`src/rtl/mixer_sequencer.sv`:
```
// Frame sequencer for a 4-input pipelined audio mixer: gathers one sample per
// channel on each tick, drives the mixer, waits out its latency and captures the sum.
module mixer_sequencer #(
  parameter int SAMPLE_W = 8,
  parameter int MIX_W    = 10,
  parameter int LATENCY  = 2
) (
  input  logic                  clk,
  input  logic                  reset,
  input  logic                  sample_tick,
  input  logic [3:0]            mute,
  input  logic [3:0]            ch_valid,
  input  logic [4*SAMPLE_W-1:0] ch_data,
  output logic [3:0]            ch_ready,
  output logic [SAMPLE_W-1:0]   audio0,
  output logic [SAMPLE_W-1:0]   audio1,
  output logic [SAMPLE_W-1:0]   audio2,
  output logic [SAMPLE_W-1:0]   audio3,
  input  logic [MIX_W-1:0]      mix_in,
  output logic [MIX_W-1:0]      mix_out,
  output logic                  mix_valid,
  output logic                  busy,
  output logic [3:0]            underrun,
  output logic                  overrun,
  input  logic                  clear_flags
);

  typedef enum logic [2:0] {
    S_IDLE,
    S_GATHER,
    S_LOAD,
    S_WAIT,
    S_CAPTURE
  } state_t;

  localparam logic [3:0] LAT_L = 4'(LATENCY);

  state_t                r_state;
  logic [4*SAMPLE_W-1:0] r_latch;
  logic [4*SAMPLE_W-1:0] r_audio;
  logic [3:0]            r_cnt;
  logic [MIX_W-1:0]      r_mix_out;
  logic                  r_mix_valid;
  logic [3:0]            r_underrun;
  logic                  r_overrun;

  logic [4*SAMPLE_W-1:0] w_gather_data;
  logic [3:0]            w_under_set;
  logic                  w_gather;
  logic                  w_over_set;

  assign w_gather   = (r_state == S_GATHER);
  assign w_over_set = sample_tick & (r_state != S_IDLE);

  // Muted or empty channels contribute zero; muted channels never count as underrun.
  generate
    for (genvar gi = 0; gi < 4; gi++) begin : g_ch
      assign w_gather_data[gi*SAMPLE_W +: SAMPLE_W] =
        (ch_valid[gi] & ~mute[gi]) ? ch_data[gi*SAMPLE_W +: SAMPLE_W] : '0;
      assign w_under_set[gi] = w_gather & ~ch_valid[gi] & ~mute[gi];
    end
  endgenerate

  always_ff @(posedge clk) begin
    if (reset) begin
      r_state     <= S_IDLE;
      r_latch     <= '0;
      r_audio     <= '0;
      r_cnt       <= '0;
      r_mix_out   <= '0;
      r_mix_valid <= 1'b0;
    end else begin
      r_mix_valid <= 1'b0;
      case (r_state)
        S_IDLE: begin
          if (sample_tick) r_state <= S_GATHER;
        end
        S_GATHER: begin
          r_latch <= w_gather_data;
          r_state <= S_LOAD;
        end
        S_LOAD: begin
          r_audio <= r_latch;
          r_cnt   <= LAT_L;
          r_state <= S_WAIT;
        end
        S_WAIT: begin
          // The WAIT state spans LATENCY cycles of stable mixer inputs.
          r_cnt <= r_cnt - 4'd1;
          if (r_cnt <= 4'd1) r_state <= S_CAPTURE;
        end
        S_CAPTURE: begin
          r_mix_out   <= mix_in;
          r_mix_valid <= 1'b1;
          r_state     <= S_IDLE;
        end
        default: r_state <= S_IDLE;
      endcase
    end
  end

  // A flag event in the same cycle as clear_flags takes precedence.
  always_ff @(posedge clk) begin
    if (reset) begin
      r_underrun <= '0;
      r_overrun  <= 1'b0;
    end else begin
      r_underrun <= (clear_flags ? 4'b0 : r_underrun) | w_under_set;
      r_overrun  <= (clear_flags ? 1'b0 : r_overrun) | w_over_set;
    end
  end

  assign ch_ready  = w_gather ? ch_valid : 4'b0;
  assign audio0    = r_audio[0*SAMPLE_W +: SAMPLE_W];
  assign audio1    = r_audio[1*SAMPLE_W +: SAMPLE_W];
  assign audio2    = r_audio[2*SAMPLE_W +: SAMPLE_W];
  assign audio3    = r_audio[3*SAMPLE_W +: SAMPLE_W];
  assign mix_out   = r_mix_out;
  assign mix_valid = r_mix_valid;
  assign busy      = (r_state != S_IDLE);
  assign underrun  = r_underrun;
  assign overrun   = r_overrun;

endmodule
```
`config.mk`:
```
export PLATFORM = sky130hd
export DESIGN_NAME = mixer_sequencer
export DESIGN_NICKNAME = d
export VERILOG_FILES = /design/src/rtl/mixer_sequencer.sv
export SDC_FILE = /design/constraint.sdc
export NUM_CORES = 1
export LEC_CHECK = 0
export CAP_MARGIN = 40
export CORE_ASPECT_RATIO = 1.5
export CORE_MARGIN = 2
export CORE_UTILIZATION = 45
export DETAILED_ROUTE_END_ITERATION = 7
export PLACE_DENSITY_LB_ADDON = 0.2
export SLEW_MARGIN = 40
export SYNTH_ARGS = -nofsm -noshare
export SYNTH_HDL_FRONTEND = slang
export SYNTH_SLANG_ARGS = --single-unit
```
`constraint.sdc`:
```
create_clock -name clk -period 1.5 [get_ports clk]
set_input_delay 0.15 -clock clk [delete_from_list [all_inputs] [get_ports clk]]
set_output_delay 0.15 -clock clk [all_outputs]
set_load 0.005 [all_outputs]
```
==> reports/results.tsv, run 1 <==
metric	value	unit
sequential share of the synthesized area	53.3	%
slew margin rel.	76.1	%
R2R cell count	5	
clk_lat worst skew	0.36	ns
Crit. path cell count	6	
# clock sinks	87	
worst r2r src	r_state[1]	
post-synth top area share	53.3	%
RSZ-0062 raised after global routing	true	
period utilisation layout	107	%
Final setup viols	8	
CP Class	reg2out	
Worst Hold Path EP	mix_out[4]	
count of different cell masters after synthesis	33	
Post-Route Skew	0.0121	ns
Post-DP HPWL	5360	microns
placed cell areas	4480	sq um
Reg2Reg Setup Slack	-0.02	ns
residual DRC count	0	
Pwr Density	1010	nW/um^2
Pleak	1.68	nW
reg-to-reg endpoint	underrun[3]	
die area	7970	sq um
Placer Congestion	0.766	
CTS root buf	clkbuf_8	
CP Capture Type	primary output	
top post-synthesis cells by area	dfxtp_1, nand2_1, a21oi_1	
vias	3088	
Peak supply drop	0.702	mV
initial drt markers	199	
Synth Area per Inst	8.40	sq um
largest stage delay on the critical path	0.37	ns
Worst Path Arrival	1.46	ns
status	finished with violations	
drt via density	5.27	
YS warnings	0	
I/O Buffers	106	
Ports	107	
hold buffers post-CTS	0	
Min-Delay Path Class	in2reg	
grt met2 use	36.5	%
Die Wd	73.6	microns
Most Used Layer, Global Route	met2	
leading cell type in the layout, fill and taps excluded	clkdlybuf4s50_1	
Worst Hold Path Cells	3	
FF+latch count, synth	87	
global-route wire length before repair	13500	microns
drt wl/cell	14.6	microns
Max clock buf depth	2	
Antenna diodes	0	
final hold vios	0	
Die Height	108	microns
min-delay src	reset	
row count	38	
fmax	621	MHz
Worst Slack Setup Final	-0.110	ns
WL final	8560	microns
leading area contributor after synthesis	dfxtp_1	
Final Max Slew Viols	0	
Initial Utilization	45.8	%
first drt pass iteration count	4	
initial antenna violation count	0	
syn_nets	445	
Place WS	-0.0285	ns
Gate Count Post-Synth	389	
CP most frequent cell	buf_6	
core box area	7130	sq um
Critical Path Fanout Max	3	
met3 Use GR	6.71	%
worst-margin pin slew	0.353	ns
worst path bufs/invs	4	
Area growth syn-to-layout	48.4	%
Final Instance Area	4850	sq um
TritonCTS Buffers	9	
clock transition at the registers of the reported paths	0.09	ns
total grt overflow	0	
Startpoint Class	register	
failing checks	negative setup slack	
met1 usage	25.5	%
Worst Path Required	1.35	ns
CTS tree	yes	
Design Power	4.92	mW
layout cells sized above 1	13.0	%
vias in the first global route	3008	
largest net degree at the start of global routing	88	
CP top delay family	buffers and inverters	
nets	557	
most frequent cells in the layout	clkdlybuf4s50_1, nand2_1, dfxtp_1, a21oi_1, nand3_1	
# Max-Cap Violations	0	
H-tree Lvls	3	
critical-path cell list	nor3b_4 > buf_6 > buf_6 > buf_6 > and2_4 > buf_6	
Detail Route Antenna Nets	0	
Final Critical Period	1.61	ns
total track usage	21.5	%
Post-Synthesis Cell Area	3270	sq um
CP max-delay cell	dfxtp_4	
-- where the power goes --
group | leakage (nW) | total, mW | internal (mW) | switching [mW]
clock network | 0.108 | 1.73 | 0.840 | 0.887
registers | 0.705 | 2.40 | 2.36 | 0.0375
logic | 0.865 | 0.789 | 0.416 | 0.373
-- cells by family after synthesis --
family / after synthesis / share of synthesized area [%]
buffers and inverters: 38 / 5.17
multiplexers: 10 / 3.06
AO/OA/AOI/OAI: 78 / 13.2
flip-flops: 87 / 53.3
AND/OR/NAND/NOR: 174 / 24.5
adder cells (fa/ha/maj): 2 / 0.766
-- synth_stat cells (all sizes together) --
library cell	number
o32a	4
o31ai	1
nor2b	8
or3b	2
nand2	99
nand2b	1
or3	1
a311oi	1
a211oi	2
nor3b	5
nor4	2
or4b	1
dfxtp	87
o21ai	1
o21bai	1
nand4b	1
a21oi	67
inv	6
ha	2
nand3	32
buf	11
clkbuf	21
and2	4
nor2	18
o41ai	1
mux2i	10
-- metrics by stage --
stage | setup TNS [ns] | cells | utilization [%] | hold WS [ns]
5_1_grt | -0.712 | 586 | 68.0 | 0.310
3_5_place_dp | -0.0599 | 562 | 62.8 | 0.444
4_1_cts | -0.274 | 584 | 66.6 | 0.290
6_report | -0.259 | 586 | 68.0 | 0.303
2_1_floorplan | 0 | 389 | - | 0.289
3_3_place_gp | -0.00301 | 562 | 62.8 | 0.435
-- metal layers --
metal	wire length [microns]	vias to the layer above
met5	0	-
met2	4340	122
met4	136	0
met1	3470	1441
li1	-	1514
met3	616	11
-- how the worst max path moves through the flow --
stage | from | to | slack [ns]
after floorplan | r_state[1] | r_audio[12] | 0.16
after global placement | r_state[2] | busy | -0.003
after detailed placement | r_state[2] | busy | -0.03
after CTS | r_state[1] | ch_ready[3] | -0.11
after global routing | r_state[2] | ch_ready[3] | -0.18
final | r_state[2] | ch_ready[3] | -0.11
-- what timing repair did --
item,in CTS,in global routing
cloned,0,2
setup buffers,7,1
gates resized for setup,32,19
pin swaps,4,4
setup endpoints to repair,5,58
-- area by class of cell --
cell class | count | area, sq um
Sequential cell | 87 | 1750
Clock inverter | 6 | 73.8
Tap cell | 80 | 100
Multi-Input combinational cell | 264 | 1400
Inverter | 6 | 22.5
Timing Repair Buffer | 133 | 1360
Clock buffer | 10 | 138
Fill cell | 581 | 2280
-- worst min-delay path, delay by kind of cell --
family / cells / cell delay [ns]
buf+inv: 2 / 0.34
simple gates: 1 / 0.12
-- state kept, by name (all words and copies together) (netlist names) --
name	cells
mix_out	10
mix_valid	1
overrun	1
r_audio	32
r_cnt	4
r_latch	32
r_state	3
underrun	4
No activity file was read; power rests on OpenSTA's default activity.
==> run 2, diff against run 1 <==
--- a/config.mk
+++ b/config.mk
@@ -7,10 +7,10 @@
 export LEC_CHECK = 0
 export CAP_MARGIN = 40
 export CORE_ASPECT_RATIO = 1.5
-export CORE_MARGIN = 2
 export CORE_UTILIZATION = 45
 export DETAILED_ROUTE_END_ITERATION = 7
 export PLACE_DENSITY_LB_ADDON = 0.2
+export SETUP_SLACK_MARGIN = 0.2
 export SLEW_MARGIN = 40
 export SYNTH_ARGS = -nofsm -noshare
 export SYNTH_HDL_FRONTEND = slang
==> run 2 against run 1 <==
  * Utilization rose by 1.4 points
  * Sequential share of layout area grew 1.0 points
  * Setup slack improved by 0.093 ns
  * Die area fell by 4.5%
  * Final area is 0.62% lower
  * The flow still finishes with violations (negative setup slack)
  * Via count did not move
  * Critical path depth is 1 lower
==> reports/results.tsv, run 2 (synthesis results as in run 1) <==
metric	value	unit	change
Detail Route Antenna Nets	0		unchanged
CTS tree	yes		
failing checks	negative setup slack		
fmax	659	MHz	+6.1%
Antenna diodes	0		unchanged
total track usage	22.7	%	+1.2 points
RSZ-0062 raised after global routing	true		
FF+latch area	1790	sq um	+2.1%
Clock power frac	29.8	%	-5.3 points
Ports	107		unchanged
leading cell type in the layout, fill and taps excluded	nand2_1		
Die Height	106	microns	-1.8%
Worst Hold Path Cells	2		-1
Initial Utilization	47.1	%	+1.2 points
nets	562		+0.90%
vias in the first global route	2901		-3.6%
slew margin rel.	72.4	%	-3.8 points
largest stage delay on the critical path	0.37	ns	about the same
Max clock buf depth	2		unchanged
fillers	575		-1.0%
cell-internal power	3.35	mW	-7.4%
Pwr Density	943	nW/um^2	-7.0%
R2R cell count	4		-1
Peak supply drop	0.830	mV	+18%
worst-margin pin slew	0.414	ns	+0.0611 ns
core box area	6940	sq um	-2.6%
largest net degree at the start of global routing	33		-63%
# Max-Cap Violations	0		unchanged
Min-Delay Path Class	in2reg		
Place WS	0.0211	ns	+0.0497 ns
Area growth syn-to-layout	47.5	%	
Non-Filler Instances	587		+0.17%
placed cells	563		+0.18%
Flop pwr share	52.9	%	+4.1 points
CP top delay family	flip-flops		
clock transition at the registers of the reported paths	0.08	ns	about the same
Worst Path Arrival	1.37	ns	-0.09 ns
switching part of the total	26.2	%	-0.15 points
Crit. path cell count	5		-1
multi-input logic area	1420	sq um	+0.80%
final hold slack	0.225	ns	-0.0785 ns
TritonCTS Buffers	9		unchanged
residual DRC count	0		unchanged
Startpoint Class	register		
period utilisation layout	101	%	-6.2 points
CP max-delay cell	dfxtp_4		
worst path bufs/invs	3		-1
Worst Slack Setup Final	-0.0165	ns	+0.0930 ns
switching power	1.19	mW	-8.1%
H-tree Lvls	3		unchanged
row count	37		-2.6%
Critical Path Fanout Max	5		+2
critical-path cell list	nor3b_4 > buf_4 > buf_6 > and2_4 > buf_6		
Pleak	1.91	nW	+14%
I/O Buffers	106		unchanged
combinational share of power	17.2	%	+1.1 points
Worst Path Required	1.35	ns	about the same
Final Max Slew Viols	0		unchanged
layout cells sized above 1	19.4	%	+6.4 points
global-route wire length before repair	13500	microns	-0.20%
Final setup viols	5		-3
drt via density	5.26		-0.17%
CP Class	reg2out		
Post-DP HPWL	5620	microns	+4.9%
Post-Route Skew	0.00739	ns	-0.00470 ns
Die Wd	71.6	microns	-2.7%
first drt pass iteration count	4		unchanged
Final Critical Period	1.52	ns	-0.0930 ns
clk_lat worst skew	0.34	ns	-0.02 ns
die area	7610	sq um	-4.5%
total grt overflow	0		unchanged
WL final	8500	microns	-0.69%
final hold vios	0		unchanged
drt wl/cell	14.5	microns	-0.86%
# clock sinks	87		unchanged
CTS root buf	clkbuf_8		
Placer Congestion	0.811		+5.9%
hold buffers post-CTS	0		unchanged
CP most frequent cell	buf_6		
vias	3088		unchanged
initial drt markers	134		-33%
status	finished with violations		
CP Capture Type	primary output		
most frequent cells in the layout	nand2_1, a21oi_1, dfxtp_1, clkdlybuf4s50_1, dlygate4sd2_1		
initial antenna violation count	0		unchanged
run 2: worst register-to-register path: cells and delay by family, from the launching register on:
kind,cells,cell delay (ns)
AND/OR/NAND/NOR,2,0.68
buffers and inverters,1,0.11
flip-flops,1,0.40
AO/OA/AOI/OAI,1,0.24
run 2: area by class of cell:
cell class	instances	area share, %
flip-flops and latches	87	37.1
multi-input cells	264	29.4
repair buffers	138	27.9
clock buffers	10	2.65
well taps	78	2.02
clock inverters	4	0.519
inverters	6	0.467
run 2: stage by stage:
step                      util [%]  power (mW)  area, sq um  TNS, ns
after floorplan                  -        2.78         3280        0
after global placement        64.8        3.12         4500        0
after detailed placement      64.8        3.13         4500        0
after CTS                     68.5        4.52         4760  -0.0117
after global routing          69.4        4.73         4820   -0.279
final                         69.4        4.54         4820  -0.0732
run 2: power by group through the flow:
stage,logic [mW],clock network [mW],registers (mW)
final,0.783,1.36,2.40
after detailed placement,0.673,0,2.45
after global placement,0.665,0,2.45
after global routing,0.842,1.48,2.41
after CTS,0.748,1.38,2.40
after floorplan,0.333,0,2.44
run 2: final timing paths:
kind / end / startpoint / slack (ns)
setup / recovery: ch_ready[2] / r_state[2] / -0.02
hold / removal: mix_valid / reset / 0.22
setup reg to reg: r_cnt[3] / r_state[1] / -0.01
hold reg to reg: r_audio[24] / r_latch[24] / 0.44
run 2: timing repair:
action                                  CTS  global route
gates resized for setup                 125            11
setup buffers                             6             3
endpoints found under the setup margin  133            88
cloned                                    1             0
pin swaps                                 6             7
run 2: routing by layer:
layer / vias to the layer above / routed length (microns) / GRT usage [%]
met4: 0 / 261 / 12.0
met3: 23 / 240 / 3.13
met2: 81 / 4590 / 39.9
met5: - / 0 / 0
met1: 1463 / 3410 / 26.2
li1: 1521 / - / -
==> run 3, diff against run 2 <==
--- a/config.mk
+++ b/config.mk
@@ -7,7 +7,7 @@
 export LEC_CHECK = 0
 export CAP_MARGIN = 40
 export CORE_ASPECT_RATIO = 1.5
-export CORE_UTILIZATION = 45
+export CORE_UTILIZATION = 40
 export DETAILED_ROUTE_END_ITERATION = 7
 export PLACE_DENSITY_LB_ADDON = 0.2
 export SETUP_SLACK_MARGIN = 0.2
==> run 3 against run 2 <==
  * The flow now finishes without violations
  * Sequential share of layout area decreased by 2.5 points
  * Routed wire length increased by 4.6%
  * Highest routed layer unchanged
  * Global-route usage decreased by 1.1 points
  * Die area increased by 12%
  * Critical path depth decreased by 1
  * Largest cell class unchanged
==> reports/results.tsv, run 3 (synthesis results as in run 1) <==
metric	value	unit	change
status	completed		
initial antenna violation count	0		unchanged
Worst Path Required	1.35	ns	about the same
Antenna diodes	0		unchanged
Post-DP HPWL	5420	microns	-3.6%
Post-Route Skew	0.00402	ns	-0.00337 ns
Final Critical Period	1.42	ns	-0.0951 ns
Placer Congestion	0.794		-2.1%
residual DRC count	0		unchanged
Ports	107		unchanged
Peak supply drop	0.777	mV	-6.5%
core box area	7960	sq um	+15%
CP max-delay cell	dfxtp_4		
Pwr Density	1100	nW/um^2	+17%
Startpoint Class	register		
worst-margin pin slew	0.427	ns	+0.0123 ns
clock transition at the registers of the reported paths	0.06	ns	-0.02 ns
Die Wd	75.8	microns	+5.9%
Max clock buf depth	2		unchanged
total track usage	21.5	%	-1.1 points
row count	40		+8.1%
drt wl/cell	14.5	microns	-0.21%
period utilisation layout	94.8	%	-6.3 points
H-tree Lvls	3		unchanged
# Max-Cap Violations	0		unchanged
Non-Filler Instances	615		+4.8%
Pleak	2.04	nW	+7.0%
I/O Buffers	106		unchanged
global-route wire length before repair	13700	microns	+1.5%
largest stage delay on the critical path	0.37	ns	about the same
CP Class	reg2out		
Final setup viols	0		-5
Final Max Slew Viols	0		unchanged
Area growth syn-to-layout	55.8	%	
Die Height	113	microns	+6.0%
most frequent cells in the layout	nand2_1, dfxtp_1, a21oi_1, clkdlybuf4s50_1, dlygate4sd2_1		
largest net degree at the start of global routing	88		+170%
leading cell type in the layout, fill and taps excluded	nand2_1		
clk_lat worst skew	0.33	ns	about the same
Initial Utilization	41.1	%	-6.0 points
critical-path cell list	nor3b_4 > buf_4 > and2_1 > buf_2		
# clock sinks	87		unchanged
Min-Delay Path Class	in2reg		
Detail Route Antenna Nets	0		unchanged
placed cells	586		+4.1%
RSZ-0062 raised after global routing	true		
CTS tree	yes		
die area	8540	sq um	+12%
hold buffers post-CTS	0		unchanged
Design Power	5.60	mW	+23%
layout cells sized above 1	18.0	%	-1.4 points
Critical Path Fanout Max	6		+1
initial drt markers	167		+25%
fmax	704	MHz	+6.7%
first drt pass iteration count	4		unchanged
WL final	8890	microns	+4.6%
CP Capture Type	primary output		
Setup Total Neg Slack	0	ns	+0.0732 ns
total grt overflow	0		unchanged
final hold vios	0		unchanged
TritonCTS Buffers	9		unchanged
CP top delay family	flip-flops		
worst path bufs/invs	2		-1
Worst Path Arrival	1.27	ns	-0.10 ns
slew margin rel.	71.6	%	-0.82 points
nets	562		unchanged
drt via density	4.99		-5.2%
vias	3068		-0.65%
CTS root buf	clkbuf_16		
vias in the first global route	2931		+1.0%
run 3: final cells by class:
type / instances / area [sq um]
Clock buffer: 11 / 243
Clock inverter: 4 / 70.1
Fill cell: 703 / 2870
Inverter: 6 / 22.5
Multi-Input combinational cell: 264 / 1470
Sequential cell: 87 / 1760
Tap cell: 105 / 131
Timing Repair Buffer: 138 / 1400
run 3: metrics by stage:
| stage | hold slack [ns] | area [sq um] | utilization, % | worst slack (ns) |
|---|---|---|---|---|
| final | 0.309 | 5090 | 64.0 | 0.0786 |
| after global routing | 0.347 | 5090 | 64.0 | 0.0155 |
| after detailed placement | 0.442 | 4500 | 56.6 | 0.0140 |
| after CTS | 0.317 | 5000 | 62.8 | 0.0683 |
| after floorplan | 0.289 | 3280 | - | 0.205 |
| after global placement | 0.438 | 4500 | 56.6 | 0.0547 |
run 3: worst paths after layout:
path / start / to / slack (ns) / depth (start not counted)
worst max register to register: r_state[2] / r_audio[10] / 0.09 / 8
worst min register to register: r_audio[31] / r_audio[31] / 0.45 / 2
worst min-delay path: reset / r_audio[21] / 0.31 / 3
worst max-delay path: r_state[2] / ch_ready[0] / 0.08 / 4
run 3: what timing repair did:
item                                    in CTS  in global routing
gates resized for setup                    102                 22
buffers inserted                             9                  2
pin swaps                                   13                 13
cloned                                       3                  0
endpoints found under the setup margin     133                 87
run 3: layer usage:
layer,track usage [%],up-vias,routed length (microns)
met5,0,-,0
met4,10.4,0,212
met3,4.27,15,329
met2,37.5,74,4840
met1,24.3,1444,3510
li1,-,1535,-
run 3: worst reg2reg max path, cell delays in order, from the launching register on:
cell and delay [ns]:
dfxtp_4 0.37, buf_6 0.13, buf_6 0.11, nor3b_4 0.16
buf_6 0.16, buf_12 0.11, buf_16 0.12, nand2_1 0.07
a21oi_2 0.11
run 3: where the power goes:
group	internal (mW)	switching (mW)
clock network	1.49	0.857
logic	0.452	0.397
registers	2.37	0.0431
total	4.31	1.30
